<file path="config.mk">
export PLATFORM = sky130hd
export DESIGN_NAME = elastic_pipeline_register
export DESIGN_NICKNAME = d
export VERILOG_FILES = /design/src/rtl/elastic_pipeline_register.sv
export SDC_FILE = /design/constraint.sdc
export NUM_CORES = 1
export LEC_CHECK = 0
export BUFFER_PORTS_ARGS = -buffer_cell sky130_fd_sc_hd__buf_2
export CORE_ASPECT_RATIO = 0.8
export CORE_MARGIN = 4
export CORE_UTILIZATION = 58
export DETAILED_ROUTE_END_ITERATION = 10
export PLACE_DENSITY = 0.9
export RECOVER_POWER = 50
export SYNTH_ARGS = -nofsm -noshare
export SYNTH_HDL_FRONTEND = slang
export SYNTH_SLANG_ARGS = --single-unit
</file>
<file path="constraint.sdc">
create_clock -name clk -period 6.6 [get_ports clk]
set_clock_uncertainty 0.1 [all_clocks]
set_input_delay 0.66 -clock clk [delete_from_list [all_inputs] [get_ports clk]]
set_output_delay 0.66 -clock clk [all_outputs]
set_load 0.05 [all_outputs]
</file>
<file path="src/rtl/elastic_pipeline_register.sv">
// elastic_pipeline_register
//
// Reusable two-entry elastic (skid) pipeline stage with valid/ready flow control.
// A main register drives the output and a skid register absorbs one extra payload
// when downstream stalls. Because of the skid register, in_ready depends only on
// registered state, so there is no combinational path from out_ready back to in_ready.
//
// Ports:
//   clk          - clock; all state updates on the rising edge
//   reset        - asynchronous active-high reset; empties the stage at once
//   flush        - synchronous flush; empties the stage and drops any payload
//                  accepted in the same cycle
//   in_valid     - upstream payload valid
//   in_ready     - stage can accept (state != FULL)
//   in_payload   - upstream payload
//   out_valid    - stage holds a valid payload (state != EMPTY)
//   out_ready    - downstream accepts
//   out_payload  - head payload; NOP_PAYLOAD when empty
//   occupancy    - entries held: 0, 1 or 2
//   stall_cycles - saturating count of cycles with out_valid && !out_ready

module elastic_pipeline_register #(
    parameter int unsigned           WIDTH       = 32,
    parameter logic [WIDTH-1:0]      NOP_PAYLOAD = '0,
    parameter int unsigned           CNT_W       = 16
) (
    input  logic             clk,
    input  logic             reset,
    input  logic             flush,
    input  logic             in_valid,
    output logic             in_ready,
    input  logic [WIDTH-1:0] in_payload,
    output logic             out_valid,
    input  logic             out_ready,
    output logic [WIDTH-1:0] out_payload,
    output logic [1:0]       occupancy,
    output logic [CNT_W-1:0] stall_cycles
);

    typedef enum logic [1:0] {
        StEmpty,
        StOne,
        StFull
    } state_e;

    state_e             state_q, state_d;
    logic [WIDTH-1:0]   main_q, main_d;
    logic [WIDTH-1:0]   skid_q, skid_d;
    logic [CNT_W-1:0]   stall_q, stall_d;

    logic acc;
    logic dlv;

    // Handshake flags come only from registered state.
    assign in_ready  = (state_q != StFull);
    assign out_valid = (state_q != StEmpty);

    assign acc = in_valid && in_ready;
    assign dlv = out_valid && out_ready;

    // main_q is held at NOP_PAYLOAD whenever the stage is empty, so the output
    // shows a bubble without needing a mux on out_valid.
    assign out_payload  = main_q;
    assign stall_cycles = stall_q;

    always_comb begin
        occupancy = 2'd0;
        unique case (state_q)
            StEmpty: occupancy = 2'd0;
            StOne:   occupancy = 2'd1;
            StFull:  occupancy = 2'd2;
            default: occupancy = 2'd0;
        endcase
    end

    always_comb begin
        state_d = state_q;
        main_d  = main_q;
        skid_d  = skid_q;

        if (flush) begin
            state_d = StEmpty;
            main_d  = NOP_PAYLOAD;
            skid_d  = NOP_PAYLOAD;
        end else begin
            unique case (state_q)
                StEmpty: begin
                    if (acc) begin
                        state_d = StOne;
                        main_d  = in_payload;
                    end
                end
                StOne: begin
                    if (acc && dlv) begin
                        main_d = in_payload;
                    end else if (acc) begin
                        state_d = StFull;
                        skid_d  = in_payload;
                    end else if (dlv) begin
                        state_d = StEmpty;
                        main_d  = NOP_PAYLOAD;
                    end
                end
                StFull: begin
                    // in_ready is low here, so only a delivery can move us.
                    if (dlv) begin
                        state_d = StOne;
                        main_d  = skid_q;
                        skid_d  = NOP_PAYLOAD;
                    end
                end
                default: begin
                    state_d = StEmpty;
                    main_d  = NOP_PAYLOAD;
                    skid_d  = NOP_PAYLOAD;
                end
            endcase
        end
    end

    // Stall counter ignores flush; only reset clears it.
    always_comb begin
        stall_d = stall_q;
        if (out_valid && !out_ready && (stall_q != {CNT_W{1'b1}})) begin
            stall_d = stall_q + CNT_W'(1);
        end
    end

    always_ff @(posedge clk or posedge reset) begin
        if (reset) begin
            state_q <= StEmpty;
            main_q  <= NOP_PAYLOAD;
            skid_q  <= NOP_PAYLOAD;
            stall_q <= '0;
        end else begin
            state_q <= state_d;
            main_q  <= main_d;
            skid_q  <= skid_d;
            stall_q <= stall_d;
        end
    end

endmodule

</file>
==> parameters.txt, run 1 <==
Parameter                              Value

Finish
  Number of diodes added for antenna fixing ... 0
  Commonest cells after routing, fill and taps aside ... 82 x dfrtp_1, 67 x buf_2, 38 x nand2_1
  Fraction of layout cells with a size suffix above 1 ... a little under a quarter
  Filler cells ... between 500 and 600
  Signed area change from the synthesized netlist to the final layout ... 17.4%
  Most frequent standard cell in the layout excluding fill and tap cells ... dfrtp_1
  Final instance area ... approximately 4500 um2
  Final nets ... about 460

STA
  F_max ... approximately 390 MHz
  Share of the clock period used by the worst path after layout ... about two fifths
  Max_slew headroom ... roughly 11%
  Worst Hold Margin ... slightly below 400 ps
  Endpoints failing hold ... 0
  Final critical delay including setup and external delays ... roughly 2500 ps
  Final total negative setup slack ... 0 ps
  Setup repair after global routing missed its margin ... no
  Final Slew Violations ... 0
  Worst Tran Pin Value ... roughly 1300 ps
  Count of final setup violators ... 0
  Minimum setup slack in the final design ... a little over 4000 ps

Drt
  Post-detailed-routing wire length ... between 8 and 9 mm
  Remaining antenna violation count ... 0
  Length of the first detailed-routing pass in iterations ... 5
  DRC violation count after routing ... 0
  Initial detailed-routing violation count ... approximately 180
  Wire per inst ... between 15 and 20 um
  Via count ... between 2,000 and 3,000
  Per-cell via count in the routed design ... approximately 5.7

Outcome
  Outcome ... completed

Setup path
  Max stage delay cell, worst path ... nor2b_2
  Critical Path End Type ... flip-flop
  Slowest Stage Delay on Critical Path ... roughly 1100 ps
  Endpoint arrival time on the critical path ... between 2000 and 3000 ps
  Dominant delay contributor by cell family on the critical path ... simple AND/OR/NAND/NOR gates
  Crit path cell chain ... nor2b_1, nor2b_2, nand2_1, mux2i_1
  Largest fanout on the critical path ... 32
  Setup slack, reg-to-reg ... 4050 ps
  Data required time of the critical path ... between 6000 and 7000 ps
  Path type of the worst setup path ... flip-flop to flip-flop
  Startpoint type of the worst setup path ... flip-flop
  Worst Path Buf+Inv ... 0

CTS
  CTS resizes ... 0
  Clock tree from TritonCTS ... built
  Number of buffers inserted by hold repair at cts ... 0
  CTS root buf ... clkbuf_8
  Setup bufs post-CTS ... 0
  Clock Tree Buf Depth ... 2
  Clock Sinks ... approximately 80
  H-tree lvl count ... 3
  Worst-Skew Late Latency ... approximately 350 ps
  Total CTS buffers ... 9
  Reg clk slew, reported paths ... roughly 90 ps

Pwr
  Clk pwr share ... a little under a third
  Share of total power in sequential cells ... 46.2%
  Cell Pwr Density ... roughly 280 nW/um2
  Switching share of total power ... ~34%
  Sw Pwr ... 0.000426 W
  Internal power of the cells ... roughly 0.00084 W
  Combinational group share of total power ... a little over a fifth
  Leakage power summed over all cells ... ~2.2 nW
  Highest ir drop seen on vdd ... 0.180 mV

GRT
  First-pass GRT wire length ... around 15 mm
  Remaining global-route overflow ... 0
  GR met1 Demand/Resource ... between 30% and 40%
  Overall track demand over capacity in global routing ... about a quarter
  Met2 track demand over resource ... approximately 37%
  Antenna violations before repair ... 0
  Most crowded layer after global routing ... met2
  Vias in the first global route ... just over 3,000
  Maximum number of pins on one net before global-route repair ... 83
  Met3 GRT Util ... ~6.3%

Worst hold path
  Classification of the worst-slack hold path ... flip-flop to flip-flop

Yosys
  Main area contributors after synthesis ... dfrtp_1 54%, mux2i_1 8.9%, o2bb2ai_1 7.5%, a22oi_1 6.3%, nand2_1 3.7%
  Syn nets ... roughly 380
  Synthesized instance count ... 345
  Top cell type by total area after synthesis ... dfrtp_1
  Netlist area before placement ... 3830 um2
  Count of different cell masters after synthesis ... 39
  Post-synthesis sequential area ratio ... a little over half
  Synth Area per Inst ... roughly 11 um2
  YS warnings ... 0
  Top-area cell type share of the netlist area ... between 50% and 60%
  Flip-flop and latch count after synthesis ... a little over 80

Floorplanning
  Die height ... 80.7 um
  Std-Cell Core Area ... between 6000 and 7000 um2
  Initial standard-cell utilization of the core ... between 50% and 60%
  Full die area ... 7980 um2
  I/O pins ... 89
  Count of standard-cell rows ... 26
  Die width ... 98.9 um

Placed design
  Post-Place Worst Slack ... 4090 ps
  DP Area ... roughly 4300 um2
  Routability cong. ... approximately 0.83
  Total half-perimeter wirelength after legalization and detailed placement ... 6.11 mm
  Number of port buffers ... 88

Job
  Count of maximum capacitance violations ... 0
[worst reg2reg max path: stages, from the launching register on]
cell     delay (ps)
dfrtp_1         540
nor2b_1         330
nor2b_2        1100
nand2_1         190
mux2i_1         200
[stage by stage]
| stage | power, W | utilization, % | cells |
|---|---|---|---|
| 6_report | 0.00127 | 70.2 | 514 |
| 5_1_grt | 0.00132 | 70.2 | 514 |
| 3_3_place_gp | 0.000867 | 67.3 | 499 |
| 3_5_place_dp | 0.000876 | 67.3 | 499 |
| 2_1_floorplan | 0.000798 | - | 345 |
| 4_1_cts | 0.00128 | 70.7 | 514 |
[Yosys cell counts]
master	count
or3b_2	1
nand3_1	3
clkbuf_1	7
nand4_2	1
a31oi_1	1
nor4b_1	2
nor4_1	1
inv_1	35
nand2b_1	3
o2bb2ai_1	33
nand3b_1	1
a2111oi_0	1
xor2_1	7
o21ba_2	1
or2_2	2
and3_1	2
nand4_1	5
o22a_1	1
dfrtp_1	82
nor3_4	1
mux2i_1	34
mux2_2	2
mux2_4	1
buf_1	3
nor3b_1	1
nor3_1	4
xnor2_1	5
buf_2	5
nor2b_1	5
nand4_4	1
nor2_1	9
nand2_1	38
ha_1	1
a22oi_1	32
nor2b_2	1
a21oi_1	4
buf_6	1
buf_4	7
nor4_4	1
[final timing paths]
path,start,endpoint,cells past startpoint
max in group asynchronous,reset,skid_q[26]$_DFFE_PP0P_,3
min in group asynchronous,reset,out_payload[2]$_DFFE_PP0P_,3
worst max-delay path,state_q[0]$_DFFE_PP0P_,skid_q[17]$_DFFE_PP0P_,4
worst min register to register,out_payload[0]$_DFFE_PP0P_,out_payload[0]$_DFFE_PP0P_,1
worst max register to register,state_q[0]$_DFFE_PP0P_,skid_q[17]$_DFFE_PP0P_,4
worst min-delay path,out_payload[0]$_DFFE_PP0P_,out_payload[0]$_DFFE_PP0P_,1
[logic make-up (layout without fill, tap and decap cells)]
| group | after synthesis | after routing | synth area share (%) |
|---|---|---|---|
| adders and majority gates | 1 | 1 | 0.326 |
| and+or+nand+nor | 82 | 82 | 11.6 |
| buffers and inverters | 58 | 143 | 6.72 |
| DFF | 82 | 82 | 53.5 |
| muxes | 37 | 37 | 9.86 |
| xor gates and xnor gates | 12 | 12 | 2.74 |
| AOI/OAI and AO/OA | 73 | 73 | 15.2 |
[power groups by stage]
stage,Clock (W),Combinational (W),Sequential [W]
2_1_floorplan,0,0.000109,0.000688
3_3_place_gp,0,0.000277,0.000589
3_5_place_dp,0,0.000283,0.000593
4_1_cts,0.000410,0.000284,0.000584
5_1_grt,0.000435,0.000298,0.000592
6_report,0.000402,0.000279,0.000585
[flip-flops by register name, indices dropped and copies added, names as in the netlist]
register,flops
state_q,2
stall_cycles,16
out_payload,32
skid_q,32
[metal layers]
metal,up-vias,wire length (um)
met5,-,0
met4,0,179
met3,18,519
met2,115,4370
met1,1442,3840
li1,1372,-
[layout make-up]
| cell class | count | area [um2] | area share, % |
|---|---|---|---|
| Clock buffer | 11 | 141 | 3.14 |
| Clock inverter | 4 | 76.3 | 1.70 |
| Inverter | 35 | 133 | 2.95 |
| Multi-Input combinational cell | 205 | 1540 | 34.3 |
| Sequential cell | 82 | 2050 | 45.6 |
| Tap cell | 84 | 105 | 2.33 |
| Timing Repair Buffer | 93 | 452 | 10.0 |
No activity file was read; power rests on OpenSTA's default activity.
==> inputs of run 2 (changes only) <==
--- a/config.mk
+++ b/config.mk
@@ -8,9 +8,9 @@
 export BUFFER_PORTS_ARGS = -buffer_cell sky130_fd_sc_hd__buf_2
 export CORE_ASPECT_RATIO = 0.8
 export CORE_MARGIN = 4
-export CORE_UTILIZATION = 58
+export CORE_UTILIZATION = 48
 export DETAILED_ROUTE_END_ITERATION = 10
-export PLACE_DENSITY = 0.9
+export PLACE_DENSITY = 0.8
 export RECOVER_POWER = 50
 export SYNTH_ARGS = -nofsm -noshare
 export SYNTH_HDL_FRONTEND = slang
==> constraint.sdc (replaced) <==
create_clock -name clk -period 2 [get_ports clk]
set_clock_uncertainty 0.1 [all_clocks]
set_input_delay 0.2 -clock clk [delete_from_list [all_inputs] [get_ports clk]]
set_output_delay 0.2 -clock clk [all_outputs]
set_load 0.05 [all_outputs]
==> parameters.txt, run 2 (synthesis results as in run 1) <==
Parameter                              Value

Outcome
  Outcome ... completed

STA
  Endpoints failing hold ... 0 (unchanged)
  Setup repair after global routing missed its margin ... no
  Share of the clock period used by the worst path after layout ... 93.1%
  Final critical delay including setup and external delays ... approximately 1900 ps
  Worst Tran Pin Value ... 1030 ps (-293 ps)
  Worst Hold Margin ... 23.5 ps (-373 ps)
  Final total negative setup slack ... 0 ps (unchanged)
  Count of final setup violators ... 0 (unchanged)
  Max_slew headroom ... 31.2% (+20 points)
  Final Slew Violations ... 0 (unchanged)
  F_max ... roughly 540 MHz

CTS
  Reg clk slew, reported paths ... 80 ps (about the same)
  Total CTS buffers ... 9 (unchanged)
  Clock Tree Buf Depth ... 2 (unchanged)
  Clock Sinks ... 82 (unchanged)
  Worst-Skew Late Latency ... 350 ps (about the same)
  Clock tree from TritonCTS ... built
  CTS root buf ... clkbuf_8
  H-tree lvl count ... 3 (unchanged)

Setup path
  Startpoint type of the worst setup path ... flip-flop
  Crit path cell chain ... nor2b_4, buf_2
  Worst Path Buf+Inv ... 1 (+1)
  Dominant delay contributor by cell family on the critical path ... flip-flops
  Largest fanout on the critical path ... 10 (-69%)
  Path type of the worst setup path ... flip-flop to output port
  Critical Path End Type ... output port
  Endpoint arrival time on the critical path ... 1560 ps (-1150 ps)
  Data required time of the critical path ... 1700 ps (-5060 ps)
  Max stage delay cell, worst path ... dfrtp_1
  Slowest Stage Delay on Critical Path ... 530 ps (-570 ps)

Pwr
  Clk pwr share ... 29.7% (-2.1 points)
  Switching share of total power ... 34.8% (+1.2 points)
  Leakage power summed over all cells ... 2.32 nW (+6.3%)
  Share of total power in sequential cells ... 46.6% (+0.4 points)
  Post-layout total power ... 0.00416 W (+230%)
  Internal power of the cells ... 0.00271 W (+220%)
  Cell Pwr Density ... 847 nW/um2 (+200%)
  Highest ir drop seen on vdd ... 0.420 mV (+130%)
  Sw Pwr ... 0.00145 W (+240%)
  Combinational group share of total power ... 23.8% (+1.8 points)

Floorplanning
  Die width ... 108 um (+9.1%)
  Std-Cell Core Area ... 7570 um2 (+18%)
  I/O pins ... 89 (unchanged)
  Die height ... 87.9 um (+8.9%)
  Count of standard-cell rows ... 28 (+7.7%)
  Full die area ... 9490 um2 (+19%)
  Initial standard-cell utilization of the core ... 50.7% (-9.2 points)

Drt
  Wire per inst ... 16.3 um (-5.9%)
  Length of the first detailed-routing pass in iterations ... 4 (-1)
  Via count ... 3,092 (+4.9%)
  Initial detailed-routing violation count ... 179 (+1.1%)
  Remaining antenna violation count ... 0 (unchanged)
  Per-cell via count in the routed design ... 5.35 (-6.7%)
  Post-detailed-routing wire length ... 9.43 mm (+5.8%)
  DRC violation count after routing ... 0 (unchanged)

Finish
  Signed area change from the synthesized netlist to the final layout ... 28.1%
  Final nets ... 507 (+9.3%)
  Filler cells ... 621 (+23%)
  Fraction of layout cells with a size suffix above 1 ... 24.7% (+0.78 points)
  Number of diodes added for antenna fixing ... 0 (unchanged)
  Commonest cells after routing, fill and taps aside ... 76 x dfrtp_1, 62 x buf_2, 38 x nand2_1
  Most frequent standard cell in the layout excluding fill and tap cells ... dfrtp_1
  Filler-free cell count of the finished design ... 578 (+12%)
  Final core area utilization ... 64.9% (-5.4 points)

Placed design
  Routability cong. ... 0.908 (+9.6%)
  Placed Cells incl. Taps ... 530 (+6.2%)
  Total half-perimeter wirelength after legalization and detailed placement ... 6.30 mm (+3.2%)
  Number of port buffers ... 88 (unchanged)

Job
  Count of maximum capacitance violations ... 0 (unchanged)

GRT
  Vias in the first global route ... 3,156 (+1.4%)
  Antenna violations before repair ... 0 (unchanged)
  Overall track demand over capacity in global routing ... 21.0% (-3.0 points)
  First-pass GRT wire length ... 15.7 mm (+3.7%)
  Maximum number of pins on one net before global-route repair ... 41 (-51%)
  Remaining global-route overflow ... 0 (unchanged)

Worst hold path
  Classification of the worst-slack hold path ... input port to flip-flop
==> run 2: cell count changes in the layout (fill, tap and decap cells not counted), sizes merged <==
cell,previous run,this run
clkinv,1,0
dlygate4sd3,0,31
clkbuf,32,39
clkinvlp,2,3
bufinv,2,1
buf,72,76
inv,34,36
==> run 2: path summary, 6_finish.rpt <==
| kind | end | startpoint | slack, ps | cells after the start |
|---|---|---|---|---|
| worst max-delay path | occupancy[1] | state_q[1]$_DFFE_PP0P_ | 140 | 2 |
| worst min-delay path | state_q[1]$_DFFE_PP0P_ | out_ready | 20 | 2 |
| worst max register to register | stall_cycles[3]$_DFFE_PP0P_ | stall_cycles[0]$_DFFE_PP0P_ | 180 | 6 |
| worst min register to register | out_payload[31]$_DFFE_PP0P_ | out_payload[31]$_DFFE_PP0P_ | 390 | 1 |
| max in group asynchronous | stall_cycles[10]$_DFFE_PP0P_ | reset | 280 | 4 |
| min in group asynchronous | out_payload[27]$_DFFE_PP0P_ | reset | 230 | 3 |
==> run 2: layout make-up <==
| class | count | area [um2] | area share (%) |
|---|---|---|---|
| Sequential cell | 82 | 2060 | 41.9 |
| Multi-Input combinational cell | 205 | 1550 | 31.6 |
| Timing Repair Buffer | 136 | 836 | 17.0 |
| Tap cell | 105 | 131 | 2.68 |
| Clock inverter | 5 | 62.6 | 1.27 |
| Clock buffer | 10 | 138 | 2.80 |
| Inverter | 35 | 133 | 2.70 |
==> run 2: what timing repair did <==
item | in CTS | in global routing
gates resized for setup | 1 | 0
pin swaps | 0 | 1
setup endpoints to repair | 1 | 1
setup buffers | 0 | 2
hold buffers | 31 | 0
endpoints found under the hold margin | 112 | 0
==> run 2: metal layers <==
layer	global-route usage, %	routed length [um]	vias to the layer above
met5	0	0	-
met4	6.42	123	0
met3	5.45	509	12
met2	33.2	4510	102
met1	28.8	4280	1514
li1	-	-	1464
==> run 2: metrics by stage <==
| step | setup WS (ps) | instance area (um2) |
|---|---|---|
| finish | 138 | 4910 |
| global placement | 256 | 4440 |
| detailed placement | 165 | 4440 |
| global route | 15.8 | 4910 |
| floorplan | 18.8 | 3850 |
| CTS | 112 | 4950 |
==> run 2: power groups by stage <==
| stage | clock (W) | sequential [W] | combinational, W |
|---|---|---|---|
| 2_1_floorplan | 0 | 0.00228 | 0.000361 |
| 3_3_place_gp | 0 | 0.00195 | 0.000944 |
| 3_5_place_dp | 0 | 0.00196 | 0.000962 |
| 4_1_cts | 0.00128 | 0.00193 | 0.00101 |
| 5_1_grt | 0.00134 | 0.00196 | 0.00106 |
| 6_report | 0.00123 | 0.00194 | 0.000989 |
==> inputs of run 3 (changes only) <==
--- a/config.mk
+++ b/config.mk
@@ -10,7 +10,7 @@
 export CORE_MARGIN = 4
 export CORE_UTILIZATION = 48
 export DETAILED_ROUTE_END_ITERATION = 10
-export PLACE_DENSITY = 0.8
+export PLACE_DENSITY = 0.75
 export RECOVER_POWER = 50
 export SYNTH_ARGS = -nofsm -noshare
 export SYNTH_HDL_FRONTEND = slang
==> parameters.txt, run 3 (synthesis results as in run 1) <==
Parameter                              Value

Outcome
  Outcome ... completed

Setup path
  Startpoint type of the worst setup path ... flip-flop
  Depth of the worst register-to-register path ... 5 (-1)
  Largest fanout on the critical path ... 9 (-1)
  Critical Path End Type ... output port
  Worst Path Buf+Inv ... 2 (+1)
  Data required time of the critical path ... 1700 ps (about the same)
  Endpoint arrival time on the critical path ... 1550 ps (about the same)
  Total stage count of the critical path ... 3 (+1)
  Crit path cell chain ... nor2b_4, inv_1, buf_2
  R2r endpoint ... stall_cycles[1]$_DFFE_PP0P_
  Slowest Stage Delay on Critical Path ... 530 ps (about the same)
  Path type of the worst setup path ... flip-flop to output port
  Dominant delay contributor by cell family on the critical path ... flip-flops
  Max stage delay cell, worst path ... dfrtp_1
  Setup slack, reg-to-reg ... 220 ps (+40 ps)
  Startpoint of the worst setup timing path ... state_q[1]$_DFFE_PP0P_
  Worst setup path endpoint ... in_ready
  Startpoint of the most critical register-to-register path ... stall_cycles[1]$_DFFE_PP0P_

Finish
  Final nets ... 494 (-2.6%)
  Filler-free cell count of the finished design ... 566 (-2.1%)
  Signed area change from the synthesized netlist to the final layout ... 26.3%
  Area of combinational cells with multiple inputs ... 1550 um2 (unchanged)
  Filler cells ... 624 (+0.48%)
  Number of diodes added for antenna fixing ... 0 (unchanged)
  Sequential standard cell area ... 2060 um2 (unchanged)
  Commonest cells after routing, fill and taps aside ... 76 x dfrtp_1, 61 x buf_2, 38 x nand2_1
  Fraction of layout cells with a size suffix above 1 ... 25.4% (+0.64 points)
  Most frequent standard cell in the layout excluding fill and tap cells ... dfrtp_1

Floorplanning
  Initial standard-cell utilization of the core ... 50.7% (unchanged)
  Die height ... 87.9 um (unchanged)
  Count of standard-cell rows ... 28 (unchanged)
  Die width ... 108 um (unchanged)
  I/O pins ... 89 (unchanged)
  Full die area ... 9490 um2 (unchanged)
  Std-Cell Core Area ... 7570 um2 (unchanged)

Drt
  Per-cell via count in the routed design ... 5.29 (-1.1%)
  Post-detailed-routing wire length ... 9.27 mm (-1.6%)
  Remaining antenna violation count ... 0 (unchanged)
  Wire per inst ... 16.4 um (+0.44%)
  Length of the first detailed-routing pass in iterations ... 5 (+1)
  Via count ... 2,996 (-3.1%)
  Initial detailed-routing violation count ... 173 (-3.4%)
  DRC violation count after routing ... 0 (unchanged)

Pwr
  Highest ir drop seen on vdd ... 0.453 mV (+7.9%)
  Leakage power summed over all cells ... 2.29 nW (-1.3%)
  Post-layout total power ... 0.00428 W (+2.9%)
  Cell Pwr Density ... 884 nW/um2 (+4.3%)

CTS
  Reg clk slew, reported paths ... 90 ps (about the same)
  Total CTS buffers ... 9 (unchanged)
  Clock tree from TritonCTS ... built
  Clock Sinks ... 82 (unchanged)
  Worst-Skew Late Latency ... 340 ps (about the same)
  Clock Tree Buf Depth ... 2 (unchanged)
  CTS root buf ... clkbuf_8
  H-tree lvl count ... 3 (unchanged)

GRT
  Overall track demand over capacity in global routing ... 21.1% (+0.11 points)
  Antenna violations before repair ... 0 (unchanged)
  Maximum number of pins on one net before global-route repair ... 83 (+100%)
  Remaining global-route overflow ... 0 (unchanged)
  Vias in the first global route ... 3,246 (+2.9%)
  First-pass GRT wire length ... 15.7 mm (about the same)

Worst hold path
  Classification of the worst-slack hold path ... input port to flip-flop

Job
  Count of maximum capacitance violations ... 0 (unchanged)

STA
  F_max ... 541 MHz (+0.64%)
  Worst Tran Pin Value ... 1130 ps (+95.6 ps)
  Max_slew headroom ... 24.8% (-6.4 points)
  Setup repair after global routing missed its margin ... no
  Endpoints failing hold ... 0 (unchanged)
  Share of the clock period used by the worst path after layout ... 92.5% (-0.60 points)
  Final Slew Violations ... 0 (unchanged)
  Final total negative setup slack ... 0 ps (unchanged)
  Final critical delay including setup and external delays ... 1850 ps (-11.9 ps)
  Count of final setup violators ... 0 (unchanged)

Placed design
  Placed Cells incl. Taps ... 530 (unchanged)
  Number of port buffers ... 88 (unchanged)
  Routability cong. ... 0.880 (-3.1%)
  Total half-perimeter wirelength after legalization and detailed placement ... 6.18 mm (-1.9%)
## run 3: worst min path at each step
stage                               from                     end  cells after the start
after global placement             reset   skid_q[1]$_DFFE_PP0P_                      3
after global routing       in_payload[4]   skid_q[4]$_DFFE_PP0P_                      3
after detailed placement           reset   skid_q[1]$_DFFE_PP0P_                      3
after floorplan                    flush  state_q[0]$_DFFE_PP0P_                      1
after CTS                 in_payload[29]  skid_q[29]$_DFFE_PP0P_                      3
final                      in_payload[1]   skid_q[1]$_DFFE_PP0P_                      3
## run 3: per-stage QoR
stage	setup WS, ps	util [%]	hold slack [ps]	cell area, um2
4_1_cts	142	64.5	0.0773	4880
2_1_floorplan	18.8	-	166	3850
3_3_place_gp	255	58.8	257	4450
3_5_place_dp	222	58.8	261	4450
5_1_grt	31.4	64.0	2.93	4840
6_report	150	64.0	13.6	4840
## run 3: power by group
part	internal, W	switching [W]	total [W]
Clock	0.000776	0.000604	0.00138
Sequential	0.00180	0.000125	0.00192
Combinational	0.000292	0.000687	0.000979
Total	0.00287	0.00142	0.00428
## run 3: final cells by class
cell class,count,area share (%)
flip-flops and latches,82,42.5
multi-input cells,205,32.0
repair buffers,123,15.1
clock buffers,11,3.13
inverters,35,2.79
well taps,105,2.71
clock inverters,5,1.73
## run 3: tightest hold or removal path: cells and delay by family
family	cells	cell delay [ps]
mux	1	60
simple gates	1	50
buf+inv	1	100
## run 3: repair_timing
action / 4_1_cts / 5_1_grt
hold endpoints to repair: 100 / 1
hold buffers: 19 / 1
buffers inserted: 0 / 0
gates resized for setup: 1 / 0
setup endpoints to repair: 1 / 0
## run 3: routing by layer
metal  share of wire, %  vias up  global-route usage (%)
met2                 50       82                    35.7
met1                 45     1476                    28.0
met5                  0        -                       0
met4               0.59        0                    5.62
li1                   -     1432                       -
met3                4.2        6                    4.50
